<file path="src/rtl/fetch_ctrl.sv">
// Instruction-fetch controller: owns PC/IR, sequences opcode+address byte fetches,
// hands instructions to execute, and applies jumps and halt.
module fetch_ctrl #(
  parameter int               ADDR_W     = 8,
  parameter logic [ADDR_W-1:0] RESET_PC  = '0,
  parameter logic [3:0]       HLT_OPCODE = 4'hF
) (
  input  logic              clk,
  input  logic              rst_n,
  input  logic              run,
  input  logic [7:0]        mem_rdata,
  input  logic              mem_ready,
  input  logic              exec_done,
  input  logic              jump_en,
  output logic [ADDR_W-1:0] pc_addr,
  output logic [ADDR_W-1:0] ir_addr,
  output logic [3:0]        ir_op,
  output logic              addr_sel,
  output logic              mem_rd,
  output logic              exec_start,
  output logic              halted
);

  typedef enum logic [2:0] {
    IDLE      = 3'd0,
    FETCH_OP  = 3'd1,
    FETCH_ARG = 3'd2,
    EXEC      = 3'd3,
    HALT      = 3'd4
  } state_e;

  state_e            state_q, state_d;
  logic [ADDR_W-1:0] pc_q, pc_d;
  logic [ADDR_W-1:0] ir_addr_q, ir_addr_d;
  logic [3:0]        ir_op_q, ir_op_d;
  logic              exec_start_q, exec_start_d;

  always_ff @(posedge clk or negedge rst_n) begin
    if (!rst_n) begin
      state_q      <= IDLE;
      pc_q         <= RESET_PC;
      ir_addr_q    <= '0;
      ir_op_q      <= '0;
      exec_start_q <= 1'b0;
    end else begin
      state_q      <= state_d;
      pc_q         <= pc_d;
      ir_addr_q    <= ir_addr_d;
      ir_op_q      <= ir_op_d;
      exec_start_q <= exec_start_d;
    end
  end

  always_comb begin
    state_d      = state_q;
    pc_d         = pc_q;
    ir_addr_d    = ir_addr_q;
    ir_op_d      = ir_op_q;
    exec_start_d = 1'b0;
    unique case (state_q)
      IDLE: if (run) state_d = FETCH_OP;
      FETCH_OP: if (mem_ready) begin
        ir_op_d = mem_rdata[7:4];
        pc_d    = pc_q + ADDR_W'(1);
        state_d = FETCH_ARG;
      end
      FETCH_ARG: if (mem_ready) begin
        // Halt still consumes its address byte, so PC ends at halt address + 2.
        ir_addr_d = ADDR_W'(mem_rdata);
        pc_d      = pc_q + ADDR_W'(1);
        if (ir_op_q == HLT_OPCODE) begin
          state_d = HALT;
        end else begin
          state_d      = EXEC;
          exec_start_d = 1'b1;
        end
      end
      EXEC: if (exec_done) begin
        if (jump_en) pc_d = ir_addr_q;
        state_d = run ? FETCH_OP : IDLE;
      end
      HALT: state_d = HALT;
      default: state_d = IDLE;
    endcase
  end

  assign pc_addr    = pc_q;
  assign ir_addr    = ir_addr_q;
  assign ir_op      = ir_op_q;
  assign exec_start = exec_start_q;
  assign addr_sel   = (state_q == EXEC);
  assign mem_rd     = (state_q == FETCH_OP) || (state_q == FETCH_ARG);
  assign halted     = (state_q == HALT);

endmodule

</file>
<file path="config.mk">
export PLATFORM = sky130hd
export DESIGN_NAME = fetch_ctrl
export DESIGN_NICKNAME = d
export VERILOG_FILES = /design/src/rtl/fetch_ctrl.sv
export SDC_FILE = /design/constraint.sdc
export NUM_CORES = 1
export LEC_CHECK = 0
export ABC_AREA = 1
export BUFFER_PORTS_ARGS = -buffer_cell sky130_fd_sc_hd__buf_2
export CORE_ASPECT_RATIO = 0.8
export CORE_MARGIN = 4
export CORE_UTILIZATION = 38
export CTS_CLUSTER_SIZE = 24
export DETAILED_ROUTE_END_ITERATION = 16
export SLEW_MARGIN = 0
export SYNTH_ARGS = -nofsm -noshare
export SYNTH_HDL_FRONTEND = slang
export SYNTH_SLANG_ARGS = --single-unit
</file>
<file path="constraint.sdc">
create_clock -name clk -period 2.8 [get_ports clk]
set_input_delay 0.7 -clock clk [delete_from_list [all_inputs] [get_ports clk]]
set_output_delay 0.7 -clock clk [all_outputs]
set_load 0.01 [all_outputs]
</file>
Word level (Yosys, flattened, before mapping) --
Index checks and enable logic that the tools add are counted.
Word-level totals: flip-flop bits (word level) 24, output and inout port bits 24, word-level logic and storage cells 39
Cells by class: add/subtract/negate cells 1, equality and inequality tests 11, multiplexer cells 14, reductions and logical operators 8
Operator list (number):
- 8-bit 2-to-1 mux | 3
- 8-bit one-hot mux with 2 select lines | 1
- 3-bit 2-to-1 mux | 5
- 3-bit one-hot mux with 5 select lines | 1
- 2-bit inequality test (second input constant) | 5
- 8-bit by 1-bit adder with 8-bit output (second input constant) | 1
- 4-bit AND reduction | 2
- 3-bit by 2-bit == test with 1-bit output (second input constant) | 2
- 4-bit == test (second input constant) | 1
- 1-bit 2-to-1 mux | 4
- 2-bit AND reduction | 2
- 3-bit by 1-bit == test with 1-bit output (second input constant) | 1
- 3-bit == test (second input constant) | 1
- 3-bit zero test | 1
- 2-bit by 1-bit inequality test with 1-bit output (second input constant) | 1
- 2-bit nonzero test | 1
- 2-bit OR reduction | 1
- 1-bit logical OR | 1

Longest topological paths before layout --
Gate-level depths: netlist of run 1.
depth after elaboration 4, mapped depth 8, mapped depth without buffers 8

Least setup slack after synthesis of run 1 --
No wires, ideal clock.
path type register -> output, from reg state_q[2], to out halted, arrival time 805 ps, required time 2100 ps, slack 1295 ps, cell stages (with the launch flop) 3, buffers on the path 0, cell sequence dfrtp_1 inv_1 nor3_1
On the way: word-level cells in the longest chain between the ends 1
RTL lines:
- start, declared | line 32 | state_e state_q, state_d;
- start signal, assigned | line 46 | state_q <= state_d;
- 3-bit == test | line 93 | assign halted = (state_q == HALT);
- end, declared | line 21 | output logic halted
No other way between the ends.

Worst setup path in the final report of run 1 --
from reg state_q[2], to out mem_rd
On the way: word-level cells in the longest chain between the ends 2, elaborated cells on any way between the ends 3
RTL lines:
- 3-bit by 1-bit == test with 1-bit output or 3-bit by 2-bit == test with 1-bit output (tied branches) | line 92 | assign mem_rd = (state_q == FETCH_OP) || (state_q == FETCH_ARG);
- 1-bit logical OR * | line 92
- end, declared | line 19 | output logic mem_rd,
Every way passes the cells marked *; elsewhere a longest branch is shown, timed or not.

==> summary.md, run 1 <==
| Metric | Value |
|---|---|
| Post-synth ARST share | between 90% and 100% |
| Reg2reg setup slack | between 1000 and 1500 ps |
| Area added between synthesis and finish | 20.9% |
| Post-synthesis sequential area ratio | roughly 47% |
| Met3 Use GR | roughly 4.7% |
| H-tree levels | 1 |
| Hold Crit Class | input port to async pin |
| Final Cycle Share | 68.9% |
| Die H | 60.0 um |
| WP data arrival | 1230 ps |
| Hold Buf Count CTS | 0 |
| Synth Register Bits | 24 |
| Yosys warns | 0 |
| Setup Total Neg Slack | 0 ps |
| CTS Buf Count | 3 |
| DR DRC count | 0 |
| Total track usage | 15.3% |
| Number of iterations in the first detailed-routing pass | 5 |
| Met1 usage | 21.7% |
| Final Setup Violations | 0 |
| Crit Reg-Reg Endpoint | pc_addr[4]$_DFFE_PN0P_ |
| Biggest area consumer among synthesized cells | dfrtp_1 |
| Routability congestion estimate | 0.765 |
| Count leader, synth | nand2_1 |
| CTS Root Cell | clkbuf_8 |
| R2r startpoint | state_q[2]$_DFFE_PN0P_ |
| Vias | roughly 1200 |
| Largest net degree at the start of global routing | 25 |
| Row count | 18 |
| Post-Syn Area per Cell | between 7 and 8 um2 |
| Slew @ Worst Pin | 537 ps |
| Data required, critical path | between 2000 and 2500 ps |
| Mapped Area | about 0.0013 mm2 |
| Overflow after GRT | 0 |
| Fmax achieved | 0.518 GHz |
| Kind of critical path | flip-flop to output port |
| Final hold viol count | 0 |
| Die area | between 0.004 and 0.005 mm2 |
| Post-synth EDFFs | 0 |
| Worst setup EP type | output port |
| Routed length per instance | between 10 and 15 um |
| Top area cells in the synthesized netlist | dfrtp_1 47%, nand2_1 18%, inv_1 6.4% |
| Clk Latency, worst-skew pair | 260 ps |
| Starting Density | between 40% and 50% |
| Clock Tree Buf Depth | 2 |
| CTS tree | yes |
| Core area | between 0.003 and 0.004 mm2 |
| Cells after synthesis | 173 |
| Setup crit start kind | flip-flop |
| Vias in the first global route | approximately 1100 |
| Initial drt markers | roughly 110 |
| HPWL after DPL | roughly 2.4 mm |
| Skew final | ~7.4 ps |
| Resized Gates After CTS | 0 |
| CTS sink cnt | 24 |
| R2R cell count | 5 |
| Dominant synthesized flop cell | dfrtp_1 |
| Diode count | 0 |
| Worst slew margin | 64.2% |
| Clock slew seen by the registers of the worst setup and hold paths | roughly 80 ps |
| Final WL | around 3 mm |
| Die Span X | 73.0 um |
| Global-route wire length before repair | between 5 and 6 mm |
| Slew Viols, Final | 0 |
| Nets | between 200 and 250 |
| Commonest cells in the netlist | 60 x nand2_1, 24 x dfrtp_1, 22 x inv_1, 16 x nand3_1, 12 x nor2_1 |
| Placed cell area | 0.00150 mm2 |
| Leakage | between 0.8 and 0.9 nW |
| RSZ-0062 raised after global routing | no |
| Unique masters post-synth | 21 |
| Final worst path period need | a little under 2000 ps |
| Drt via density | around 4.8 |
| I/O Buffers | 37 |
| Layout cells sized above 1 | 26.1% |
| Initial antenna violation count | 0 |
| Top Usage Layer GRT | met2 |
| Status | finished, final reports clean |
| Grt met2 use | 22.9% |
| Fin area | between 0.0015 and 0.002 mm2 |
| Final ANT Viol Nets | 0 |
| MaxCap Viol Count | 0 |
| Cell area power density | approximately 1100 mW/mm2 |
| VDD IR max | around 0.43 mV |
| CP Max Fanout | 5 |
| Mapped Nets | 188 |
| I/O pin cnt | 38 |
| Post-CTS Setup Repair Bufs | 0 |
| Top-area cell type share of the netlist area | between 40% and 50% |
[area by class of cell]
type	count	area [um2]
fillers	333	1620
well taps	40	50.0
flip-flops and latches	24	601
clock buffers	4	55.1
inverters	23	86.3
multi-input cells	123	578
repair buffers	37	185
[flip-flops by register name (all words and copies together) (netlist names)]
| signal | count |
|---|---|
| exec_start | 1 |
| ir_addr | 8 |
| pc_addr | 8 |
| ir_op | 4 |
| state_q | 3 |
[critical path, stage by stage (launching register included)]
cell and delay (ps):
dfrtp_1 430, inv_1 170, nand3_2 130, nand2_2 100, buf_2 130
[metal layers]
metal	vias up	share of wire, %
li1	619	-
met1	543	47
met2	38	46
met3	2	6.6
met4	0	0.57
met5	-	0
[worst max-delay path by stage]
| stage | start | endpoint | cells past startpoint |
|---|---|---|---|
| finish | state_q[2]$_DFFE_PN0P_ | mem_rd | 4 |
| global route | state_q[2]$_DFFE_PN0P_ | mem_rd | 4 |
| CTS | state_q[2]$_DFFE_PN0P_ | mem_rd | 4 |
| detailed placement | state_q[2]$_DFFE_PN0P_ | mem_rd | 4 |
| global placement | state_q[2]$_DFFE_PN0P_ | mem_rd | 4 |
| floorplan | state_q[2]$_DFFE_PN0P_ | halted | 2 |
[metrics by stage]
stage	power, mW	hold WS [ps]	setup WS [ps]	std cells	util, %
after floorplan	1.22	404	1300	173	-
after global placement	1.46	491	1180	247	47.2
after detailed placement	1.48	507	1160	247	47.2
after CTS	1.72	431	862	251	49.0
after global routing	1.88	441	762	251	49.0
final	1.69	406	871	251	49.0
[cells by family after synthesis]
logic type / after synthesis / synth area share [%]
adder cells (fa/ha/maj): 1 / 0.973
AO/OA/AOI/OAI: 21 / 9.53
AND/OR/NAND/NOR: 101 / 34.4
flip-flops: 24 / 46.7
buffers and inverters: 26 / 8.37
[where the power goes]
part | switching (mW) | total [mW] | leakage (nW) | internal [mW]
clock | 0.104 | 0.229 | 0.0288 | 0.125
sequential | 0.153 | 0.646 | 0.299 | 0.493
combinational | 0.503 | 0.816 | 0.563 | 0.312
total | 0.760 | 1.69 | 0.891 | 0.931
[placed cells by master (no fill, tap or decap)]
cell,netlist,layout
o21bai_1,2,2
nand2_2,5,5
nand2_1,60,60
nand4_1,1,1
or2_1,1,1
nand3_1,16,16
a21oi_1,4,4
inv_2,1,1
nor3_1,1,1
a31oi_1,1,1
nor2_4,1,1
nor2_1,12,12
or2_2,2,2
buf_2,2,37
nand3_2,2,2
inv_1,22,22
dfrtp_1,24,24
ha_1,1,1
clkbuf_8,0,4
o21ai_0,11,11
o21ai_2,3,3
Note: power is estimated with default switching activity, not from simulation.
==> inputs of run 2 (changes only) <==
clock period = 1.7 ns   (was 2.8 ns; I/O delays follow)
==> run 2 against run 1 <==
Compared with the run above:
- die area did not move
- sequential power rose by 66%
- combinational power rose by 68%
- first-iteration DRC count fell by 52%
- clock skew fell by 4.5 ps
- hold slack got worse by 270 ps
- critical path depth did not move
- sequential share of layout area fell by 0.58 points
- sequential cell count did not move
- highest routed layer unchanged
- clock-buffer cell count fell by 1
- core utilization rose by 0.75 points
- non-clock buffer count rose by 1
==> summary.md, run 2 (synthesized netlist as in run 1, its figures left out) <==
| Metric | Value |
|---|---|
| Crit. Startpoint | state_q[2]$_DFFE_PN0P_ |
| Commonest non-fill, non-tap cell in the layout | nand2_1 |
| Slew Viols, Final | 0 (unchanged) |
| Fill cells | 317 (-4.8%) |
| Resized Gates After CTS | 0 (unchanged) |
| Worst Path Buf+Inv | 2 (unchanged) |
| Largest net degree at the start of global routing | 25 (unchanged) |
| Fin worst setup slack | 70.2 ps (-801 ps) |
| CP Max Fanout | 5 (unchanged) |
| Area added between synthesis and finish | 22.8% |
| Final Cycle Share | 95.9% |
| CTS sink cnt | 24 (unchanged) |
| Kind of critical path | flip-flop to output port |
| Final worst path period need | around 1600 ps |
| Final Setup Violations | 0 (unchanged) |
| Fmax achieved | 0.614 GHz |
| Final Power | 2.93 mW (+73%) |
| Overflow after GRT | 0 (unchanged) |
| Core area | 0.00318 mm2 (unchanged) |
| Slowest-stage cell, CP | dfrtp_1 |
| Starting Density | 40.5% (unchanged) |
| Top delay family on crit path | flip-flops |
| Setup Total Neg Slack | 0 ps (unchanged) |
| Hold Buf Count CTS | 0 (unchanged) |
| Die H | 60.0 um (unchanged) |
| DR DRC count | 0 (unchanged) |
| Placed cell count | 248 (+0.40%) |
| I/O pin cnt | 38 (unchanged) |
| Status | finished, final reports clean |
| Leakage | 0.902 nW (+1.3%) |
| Layout cells sized above 1 | 26.4% (+0.35 points) |
| Most frequent cells in the layout | 60 x nand2_1, 37 x buf_2, 24 x dfrtp_1 |
| Worst slew margin | 64.0% (-0.24 points) |
| Clock slew seen by the registers of the worst setup and hold paths | 80 ps (about the same) |
| Routability congestion estimate | 0.843 (+10%) |
| Clock Tree Buf Depth | 2 (unchanged) |
| Vias in the first global route | 1152 (+1.1%) |
| Worst-path cell chain | inv_1 -> nand3_1 -> nand2_2 -> buf_2 |
| HPWL after DPL | 2.41 mm (+2.4%) |
| Hold Crit Class | input port to async pin |
| Die area | 0.00439 mm2 (unchanged) |
| Routed length per instance | 12.0 um (+1.0%) |
| Drt via density | 4.76 (-0.56%) |
| CTS Root Cell | clkbuf_8 |
| CTS Buf Count | 3 (unchanged) |
| Utilization after layout | 49.7% (+0.75 points) |
| MaxCap Viol Count | 0 (unchanged) |
| CP max stage delay | 430 ps (about the same) |
| Die Span X | 73.0 um (unchanged) |
| Place WS | 225 ps (-938 ps) |
| Fin area | 0.00158 mm2 (+1.5%) |
| Initial antenna violation count | 0 (unchanged) |
| Slew @ Worst Pin | 540 ps (+3.59 ps) |
| CTS tree | yes |
| Row count | 18 (unchanged) |
| Nets | 228 (+0.44%) |
| Placed cell area | 0.00151 mm2 (+0.50%) |
| Final hold viol count | 0 (unchanged) |
| Setup crit start kind | flip-flop |
| Final Non-Filler Cells | 252 (+0.40%) |
| Post-CTS Setup Repair Bufs | 0 (unchanged) |
| Skew final | 2.90 ps (-4.49 ps) |
| H-tree levels | 1 (unchanged) |
| Data required, critical path | 1270 ps (-830 ps) |
| I/O Buffers | 37 (unchanged) |
| Total track usage | 14.9% (-0.44 points) |
| R2r startpoint | state_q[2]$_DFFE_PN0P_ |
| Diode count | 0 (unchanged) |
| Initial drt markers | 52 (-52%) |
| Reg2reg setup slack | 210 ps (-960 ps) |
| Number of iterations in the first detailed-routing pass | 5 (unchanged) |
| Cell area power density | 1860 mW/mm2 (+71%) |
| Hold slack | 133 ps (-273 ps) |
| Global-route wire length before repair | 5.01 mm (-3.1%) |
| Vias | 1200 (-0.17%) |
| Final WL | 3.04 mm (+1.4%) |
| RSZ-0062 raised after global routing | no |
| Clk Latency, worst-skew pair | 260 ps (about the same) |
| WP data arrival | 1200 ps (-30 ps) |
| VDD IR max | 0.717 mV (+66%) |
| Worst setup EP type | output port |
| Final ANT Viol Nets | 0 (unchanged) |
run 2: area by class of cell:
class	instances	area (um2)	area share, %
Inverter	23	86.3	5.47
Tap cell	40	50.0	3.17
Timing Repair Buffer	38	193	12.2
Sequential cell	24	601	38.0
Multi-Input combinational cell	123	578	36.6
Clock buffer	3	41.3	2.61
Clock inverter	1	30.0	1.90
run 2: power breakdown:
part / internal (mW) / switching, mW
Combinational: 0.528 / 0.842
Sequential: 0.812 / 0.257
Clock: 0.314 / 0.177
Total: 1.65 / 1.28
run 2: final timing paths:
check | end | depth (start not counted)
min | state_q[0]$_DFFE_PN0P_ | 1
min reg2reg | ir_op[2]$_DFFE_PN0P_ | 2
max | mem_rd | 4
max reg2reg | pc_addr[0]$_DFFE_PN0P_ | 8
min in group clk | ir_addr[3]$_DFFE_PN0P_ | 3
max in group asynchronous | state_q[2]$_DFFE_PN0P_ | 1
run 2: routing by layer:
metal	track usage (%)	vias to the layer above	wire, um
met2	23.8	32	1390
met4	4.47	0	31
li1	-	619	-
met3	4.03	4	163
met1	19.6	545	1450
met5	0	-	0
